<file path="config.mk">
export PLATFORM = sky130hd
export DESIGN_NAME = joypad_port
export DESIGN_NICKNAME = d
export VERILOG_FILES = /design/src/rtl/joypad_pkg.sv /design/src/rtl/joypad_debounce.sv /design/src/rtl/joypad_port.sv
export SDC_FILE = /design/constraint.sdc
export NUM_CORES = 1
export LEC_CHECK = 0
export CAP_MARGIN = 40
export CORE_AREA = 5 5 121 123
export CTS_BUF_LIST = sky130_fd_sc_hd__clkbuf_16
export CTS_CLUSTER_DIAMETER = 50
export DETAILED_ROUTE_END_ITERATION = 8
export DIE_AREA = 0 0 126 128
export GPL_ROUTABILITY_DRIVEN = 0
export HOLD_SLACK_MARGIN = 0.08
export PLACE_DENSITY = 0.85
export SLEW_MARGIN = 20
export SYNTH_ARGS = -nofsm -noshare
export SYNTH_HDL_FRONTEND = slang
export SYNTH_HIERARCHICAL = 1
export SYNTH_SLANG_ARGS = --single-unit
</file>
<file path="constraint.sdc">
create_clock -name CLK -period 2.6 [get_ports CLK]
set_clock_uncertainty 0.2 [all_clocks]
set_input_delay 0.78 -clock CLK [delete_from_list [all_inputs] [get_ports CLK]]
set_output_delay 0.78 -clock CLK [all_outputs]
set_load 0.02 [all_outputs]
</file>
<file path="src/rtl/joypad_pkg.sv">
// Shared definitions for the serial joypad port: button indices, widths, FSM encoding
// and the opposing-direction mask applied to the debounced buttons before loading.
package joypad_pkg;

  localparam int unsigned JOY_WIDTH = 8;

  localparam int unsigned BTN_A      = 0;
  localparam int unsigned BTN_B      = 1;
  localparam int unsigned BTN_SELECT = 2;
  localparam int unsigned BTN_START  = 3;
  localparam int unsigned BTN_UP     = 4;
  localparam int unsigned BTN_DOWN   = 5;
  localparam int unsigned BTN_LEFT   = 6;
  localparam int unsigned BTN_RIGHT  = 7;

  localparam logic FILL_DEFAULT = 1'b1;

  typedef enum logic {
    JP_LOAD  = 1'b0,
    JP_SHIFT = 1'b1
  } jp_state_e;

  // Physically impossible pad states are reported as neither direction pressed.
  function automatic logic [JOY_WIDTH-1:0] mask_opposing(input logic [JOY_WIDTH-1:0] db,
                                                         input logic               en);
    logic [JOY_WIDTH-1:0] m;
    m = db;
    if (en && db[BTN_UP] && db[BTN_DOWN]) begin
      m[BTN_UP]   = 1'b0;
      m[BTN_DOWN] = 1'b0;
    end
    if (en && db[BTN_LEFT] && db[BTN_RIGHT]) begin
      m[BTN_LEFT]  = 1'b0;
      m[BTN_RIGHT] = 1'b0;
    end
    return m;
  endfunction

endpackage

</file>
<file path="src/rtl/joypad_debounce.sv">
// Single-bit debouncer: output follows input only after it has differed for
// DEBOUNCE_CYCLES consecutive clocks. DEBOUNCE_CYCLES of zero passes input straight through.
module joypad_debounce #(
  parameter logic [15:0] DEBOUNCE_CYCLES = 16'd50000
) (
  input  logic CLK,
  input  logic RES,
  input  logic din,
  output logic dout
);

  if (DEBOUNCE_CYCLES == 16'd0) begin : g_bypass
    assign dout = din;
  end else begin : g_filter
    localparam int unsigned CW = $clog2(32'(DEBOUNCE_CYCLES) + 32'd1);
    localparam logic [CW-1:0] CntMax = CW'(32'(DEBOUNCE_CYCLES) - 32'd1);

    logic [CW-1:0] r_cnt;
    logic          r_db;

    always_ff @(posedge CLK or negedge RES) begin
      if (!RES) begin
        r_cnt <= '0;
        r_db  <= 1'b0;
      end else if (din == r_db) begin
        r_cnt <= '0;
      end else if (r_cnt == CntMax) begin
        r_db  <= din;
        r_cnt <= '0;
      end else begin
        r_cnt <= r_cnt + CW'(1);
      end
    end

    assign dout = r_db;
  end

endmodule

</file>
<file path="src/rtl/joypad_port.sv">
// Controller-side 4021-style responder: latches debounced buttons while strobe is high and
// shifts one button onto DOUT for every completed CPU read pulse.
module joypad_port
  import joypad_pkg::*;
#(
  parameter logic [15:0] DEBOUNCE_CYCLES = 16'd50000,
  parameter int unsigned SYNC_STAGES     = 2,
  parameter logic        FILL_VALUE      = FILL_DEFAULT,
  parameter logic        BLOCK_OPPOSING  = 1'b1
) (
  input  logic                 CLK,
  input  logic                 RES,
  input  logic                 STROBE,
  input  logic                 OE_N,
  input  logic [JOY_WIDTH-1:0] BTN,
  output logic                 DOUT,
  output logic [3:0]           BIT_IDX
);

  logic [SYNC_STAGES-1:0]                r_strobe_sync;
  logic [SYNC_STAGES-1:0]                r_oe_n_sync;
  logic [SYNC_STAGES-1:0][JOY_WIDTH-1:0] r_btn_sync;
  logic                                  r_oe_n_d;

  logic                 w_s_strobe;
  logic                 w_s_oe_n;
  logic [JOY_WIDTH-1:0] w_s_btn;
  logic                 w_rd_done;
  logic [JOY_WIDTH-1:0] w_db;
  logic [JOY_WIDTH-1:0] w_load_val;

  // Chains reset to the idle bus state so reset release never looks like an edge.
  always_ff @(posedge CLK or negedge RES) begin
    if (!RES) begin
      r_strobe_sync <= '0;
      r_oe_n_sync   <= '1;
      r_btn_sync    <= '0;
      r_oe_n_d      <= 1'b1;
    end else begin
      r_strobe_sync <= {r_strobe_sync[SYNC_STAGES-2:0], STROBE};
      r_oe_n_sync   <= {r_oe_n_sync[SYNC_STAGES-2:0], OE_N};
      r_btn_sync    <= {r_btn_sync[SYNC_STAGES-2:0], BTN};
      r_oe_n_d      <= w_s_oe_n;
    end
  end

  assign w_s_strobe = r_strobe_sync[SYNC_STAGES-1];
  assign w_s_oe_n   = r_oe_n_sync[SYNC_STAGES-1];
  assign w_s_btn    = r_btn_sync[SYNC_STAGES-1];
  assign w_rd_done  = w_s_oe_n & ~r_oe_n_d;

  for (genvar i = 0; i < JOY_WIDTH; i++) begin : g_db
    joypad_debounce #(
      .DEBOUNCE_CYCLES(DEBOUNCE_CYCLES)
    ) u_debounce (
      .CLK (CLK),
      .RES (RES),
      .din (w_s_btn[i]),
      .dout(w_db[i])
    );
  end

  assign w_load_val = mask_opposing(w_db, BLOCK_OPPOSING);

  jp_state_e            r_state;
  logic [JOY_WIDTH-1:0] r_sr;
  logic [3:0]           r_bit_idx;

  // A read completing in the same cycle strobe is seen high is swallowed by the load.
  always_ff @(posedge CLK or negedge RES) begin
    if (!RES) begin
      r_state   <= JP_SHIFT;
      r_sr      <= '0;
      r_bit_idx <= 4'd0;
    end else begin
      unique case (r_state)
        JP_LOAD: begin
          if (w_s_strobe) begin
            r_sr      <= w_load_val;
            r_bit_idx <= 4'd0;
          end else begin
            r_state <= JP_SHIFT;
            if (w_rd_done) begin
              r_sr <= {FILL_VALUE, r_sr[JOY_WIDTH-1:1]};
              if (r_bit_idx != 4'd8) r_bit_idx <= r_bit_idx + 4'd1;
            end
          end
        end
        JP_SHIFT: begin
          if (w_s_strobe) begin
            r_state   <= JP_LOAD;
            r_sr      <= w_load_val;
            r_bit_idx <= 4'd0;
          end else if (w_rd_done) begin
            r_sr <= {FILL_VALUE, r_sr[JOY_WIDTH-1:1]};
            if (r_bit_idx != 4'd8) r_bit_idx <= r_bit_idx + 4'd1;
          end
        end
        default: r_state <= JP_SHIFT;
      endcase
    end
  end

  assign DOUT    = r_sr[0];
  assign BIT_IDX = r_bit_idx;

endmodule

</file>
## Word-level counts from Yosys, hierarchy flattened

Index checks and enable logic that the tools add are counted.

| storage, ports and cells | value |
|---|---|
| input bits | 12 |
| register bits | 169 |
| memories | 0 |
| latch bits | 0 |
| bits in read-only memories | 0 |
| output and inout bits | 5 |
| RAM bits | 0 |

| operators by class | value |
|---|---|
| $lt $le $gt $ge | 0 |
| div/mod/pow operators | 0 |
| reductions and logical operators | 13 |
| multipliers | 0 |
| muxes and demuxes | 23 |
| bitwise logic cells | 10 |
| add/subtract/negate cells | 9 |
| shifts and indexed selects | 0 |
| equal/unequal tests | 17 |

Operators with widths:

| operator | number |
|---|---|
| two-way mux 16 bit | 16 |
| adder 16 x 1 -> 16 bit, second input constant | 8 |
| == test 16 bit, second input constant | 8 |
| AND reduction 2 bit | 9 |
| two-way mux 8 bit | 2 |
| two-way mux 4 bit | 3 |
| inverter 1 bit | 9 |
| == test 1 bit | 8 |
| adder 4 x 1 -> 4 bit, second input constant | 1 |
| two-way mux 2 bit | 2 |
| != test 4 bit, second input constant | 1 |
| nonzero test 2 bit | 2 |
| logical AND 1 bit | 2 |
| bitwise AND 1 bit | 1 |

## Longest topological paths before layout

| logic depth | value |
|---|---|
| depth after elaboration | 4 |
| gate-level depth with buffers | 6 |
| mapped depth without buffers | 5 |

## Hierarchy

The synthesis kept the hierarchy.

Modules (own cells, without submodules):

| module | seq. area each (um^2) | cells each | area an instance (um^2) | times used |
|---|---|---|---|---|
| joypad_debounce | 425.4 | 82 | 845.8 | 8 |
| joypad_port | 829.5 | 82 | 1157.4 | 1 |

## Worst setup path after synthesis

Ideal clock, no wire load.

| path | value |
|---|---|
| path kind | register to register |
| start | register g_db[0].u_debounce.g_filter.r_cnt[10] |
| end | register g_db[0].u_debounce.g_filter.r_db |
| setup slack | 505 ps |
| required time | 2275 ps |
| data arrival time | 1770 ps |
| buffers on the path | 0 |
| cell stages (with the launch flop) | 4 |
| cells stage by stage | dfrtp_1 or4b_1 or4_4 mux2_4 |

| between the ends | value |
|---|---|
| cells in the longest elaborated chain, start to end | 2 |

Ends and longest elaborated chain:

| element | RTL line | text |
|---|---|---|
| start: declaration | joypad_debounce.sv:18 | `logic [CW-1:0] r_cnt;` |
| start signal: assignment | joypad_debounce.sv:31 | `r_cnt <= r_cnt + CW'(1);` |
| == test 16 bit | joypad_debounce.sv:27 | `end else if (r_cnt == CntMax) begin` |
| AND reduction 2 bit (no source line) | -- |  |
| end signal: assignment | joypad_debounce.sv:28 | `r_db <= din;` |
| end: declaration | joypad_debounce.sv:19 | `logic r_db;` |

Every way passes these cells.
A chain may end at the register's enable or synchronous reset.

## Worst setup path after layout

| path | value |
|---|---|
| start | register r_bit_idx[3] (netlist: BIT_IDX[3]) |
| end | output BIT_IDX[3] |

RTL lines:

| element | RTL line | text |
|---|---|---|
| start: declaration | joypad_port.sv:67 | `logic [3:0] r_bit_idx;` |
| start signal: assignment | joypad_port.sv:85 | `if (r_bit_idx != 4'd8) r_bit_idx <= r_bit_idx + 4'd1;` |
| start signal: assignment | joypad_port.sv:96 | `if (r_bit_idx != 4'd8) r_bit_idx <= r_bit_idx + 4'd1;` |
| end: declaration | joypad_port.sv:17 | `output logic [3:0] BIT_IDX` |

No word-level cell between the ends.

==> metrics <==
#FFs+latches synth=169; Post-route DRC=0; iteration count of the initial detailed-routing pass=5; CP arrival=1.49 ns; Critical path origin=BIT_IDX[3]; overall via count from detail_route=5440; r2r startpoint=g_db[6].u_debounce/g_filter.r_cnt[10]; Buffers on Ports=16; Critical path buffers and inverters=1; CP max FO=5; family with the most delay on the worst path=buffers and inverters; CTS Buf Count=17; Max IR drop VDD=0.000437 V; hold path startpoint=r_btn_sync[5]; Synth async-reset ratio=100%; Req. time, crit path=1.62 ns; post-synth cell types=34; row count=43; P_leak=3.54 nW; dpl ws=0.425 ns; Max Slew Vio Count=0; outcome=complete, no violations; DR WL/cell=15.6 um; cells after synthesis=738; ANT cells=0; vias per cell=5.71; maximum clock frequency=404 MHz; pin slew with the least headroom to its limit=0.609 ns; Max-slew headroom=59.4%; startpoint types=register; clk_lat worst skew=0.42 ns; Hold Path Class=register to register; layout overhead on the synthesized area=10.5%; Total GRT Usage=19.0%; CTS root buf=clkbuf_16; post-synthesis area per instance=10.7 um^2; WHS=0.148 ns; maxcap violations=0; CTS tree=built; reg-to-reg setup timing slack=0.41 ns; chip width=126 um; clock slew at reported path FFs=0.06 ns; kind of critical path=register to primary output; Post-synth EDFFs=0; Initial Util=58.4%; RSZ-0062 raised after global routing=no; # placed instances=926; Final Hold Vio Count=0; Ys Warns=6; H-Tree Depth=4; max incr delay on CP=0.64 ns; first-pass GRT wire length=25200 um; PnR Total Power=5.12 mW; Ports=17; fin nets=788; TNS Setup=0 ns; post-CTS sizing=0; crit share post-route=95.2%; predominant post-synthesis flop cell=dfrtp_1; fin crit period=2.47 ns; largest net degree at the start of global routing=66; CTS Sinks=169; total grt overflow=0; antenna violations before repair=0; CP Cell Sequence=clkdlybuf4s50_1; layout cells sized above 1=9.06%; synthesized area=7920 um^2; Core Region=13600 um^2; Slowest cell on crit path=clkdlybuf4s50_1; Clock Tree Buf Depth=2; Die Footprint=16100 um^2; Die H=128 um; vias in the first global route=5602; remaining antenna violation count after routing=0; initial drt markers=434; Seq/Total Area, Yosys=53.4%; final WL=14800 um; crit end category=primary output; Setup violations, final=0; P per Cell Area=585 nW/um^2; worst setup margin=0.125 ns; syn nets=760; post-route insts no fill=953; Final HPWL DP=9910 um
[layout by cell type, fill, tap and decap left out, types with 3 or more instances in the layout]
master,n
and4_1,8
dfstp_2,3
nor3_1,32
ha_1,10
a21oi_1,3
mux2_4,8
nor2_1,139
and3_2,8
or4_4,8
dfrtp_1,166
xnor2_1,80
clkdlybuf4s50_1,15
o21ai_0,7
nand2_1,38
nand2_4,8
mux2i_1,8
xor2_1,40
clkbuf_16,17
nand4bb_1,8
nand4_1,40
or3b_2,8
or4b_1,8
inv_1,23
nand3_1,42
nor4_1,24
[layer usage]
metal	vias to the layer above	share of wire [%]	track usage, %
met5	-	0	0
met4	0	1.0	6.18
met3	16	3.6	4.67
met2	116	52	33.0
met1	2704	44	23.5
li1	2604	-	-
[kinds of logic (layout without fill, tap and decap cells)]
kind of cell,Yosys count,after routing,synth area share (%)
compound gates,14,14,1.04
mux,17,17,2.67
simple gates,378,378,25.8
xor+xnor,120,120,13.3
buf+inv,30,65,2.27
fa+ha+maj,10,10,1.58
flops,169,169,53.4
[sequential cells by signal (all words and copies together) (netlist names)]
name and cells:
BIT_IDX 4, g_db.u_debounce/dout 8, g_db.u_debounce/g_filter.r_cnt 128, r_btn_sync 8, r_oe_n_d 1, r_oe_n_sync 2
r_sr 8, r_strobe_sync 2, w_s_btn 8
[synthesized netlist by cell type (9+ instances only)]
cell type  number  area, um^2
dfrtp_1       166        4150
nor2_1        139         522
xnor2_1        80         701
nand3_1        42         210
nand4_1        40         250
xor2_1         40         350
nand2_1        38         143
nor3_1         32         160
nor4_1         24         150
inv_1          19        71.3
ha_1           10         125
buf_6           9         101
[path summary, 6_finish.rpt]
kind                                                end  depth (start not counted)
worst max register to register  g_db[6].u_debounce/dout                          3
min in group asynchronous                 r_btn_sync[7]                          2
max in group asynchronous                       r_sr[0]                          3
worst min-delay path                         w_s_btn[5]                          0
worst min register to register               w_s_btn[5]                          0
worst max-delay path                         BIT_IDX[3]                          1
[area by class of cell]
| type | count | area, um^2 |
|---|---|---|
| fillers | 1032 | 4800 |
| flip-flops and latches | 169 | 4230 |
| multi-input cells | 539 | 3510 |
| clock buffers | 17 | 425 |
| well taps | 180 | 225 |
| repair buffers | 20 | 219 |
| inverters | 19 | 71.3 |
| clock inverters | 9 | 68.8 |
[per-stage QoR]
step / area (um^2) / utilization (%)
floorplan: 7920 / -
global placement: 8250 / 60.8
detailed placement: 8250 / 60.8
CTS: 8750 / 64.6
global route: 8750 / 64.6
finish: 8750 / 64.6
[power breakdown]
group / leakage (nW) / internal, mW / switching [mW]
clock network: 0.251 / 1.26 / 0.925
logic: 1.00 / 0.0730 / 0.123
registers: 2.29 / 2.68 / 0.0552
total: 3.54 / 4.02 / 1.10
[timing repair]
item,CTS,global route
hold buffers,1,0
hold endpoints to repair,36,0
setup buffers,0,0
endpoints found under the setup margin,0,0
No activity file was read; power rests on OpenSTA's default activity.
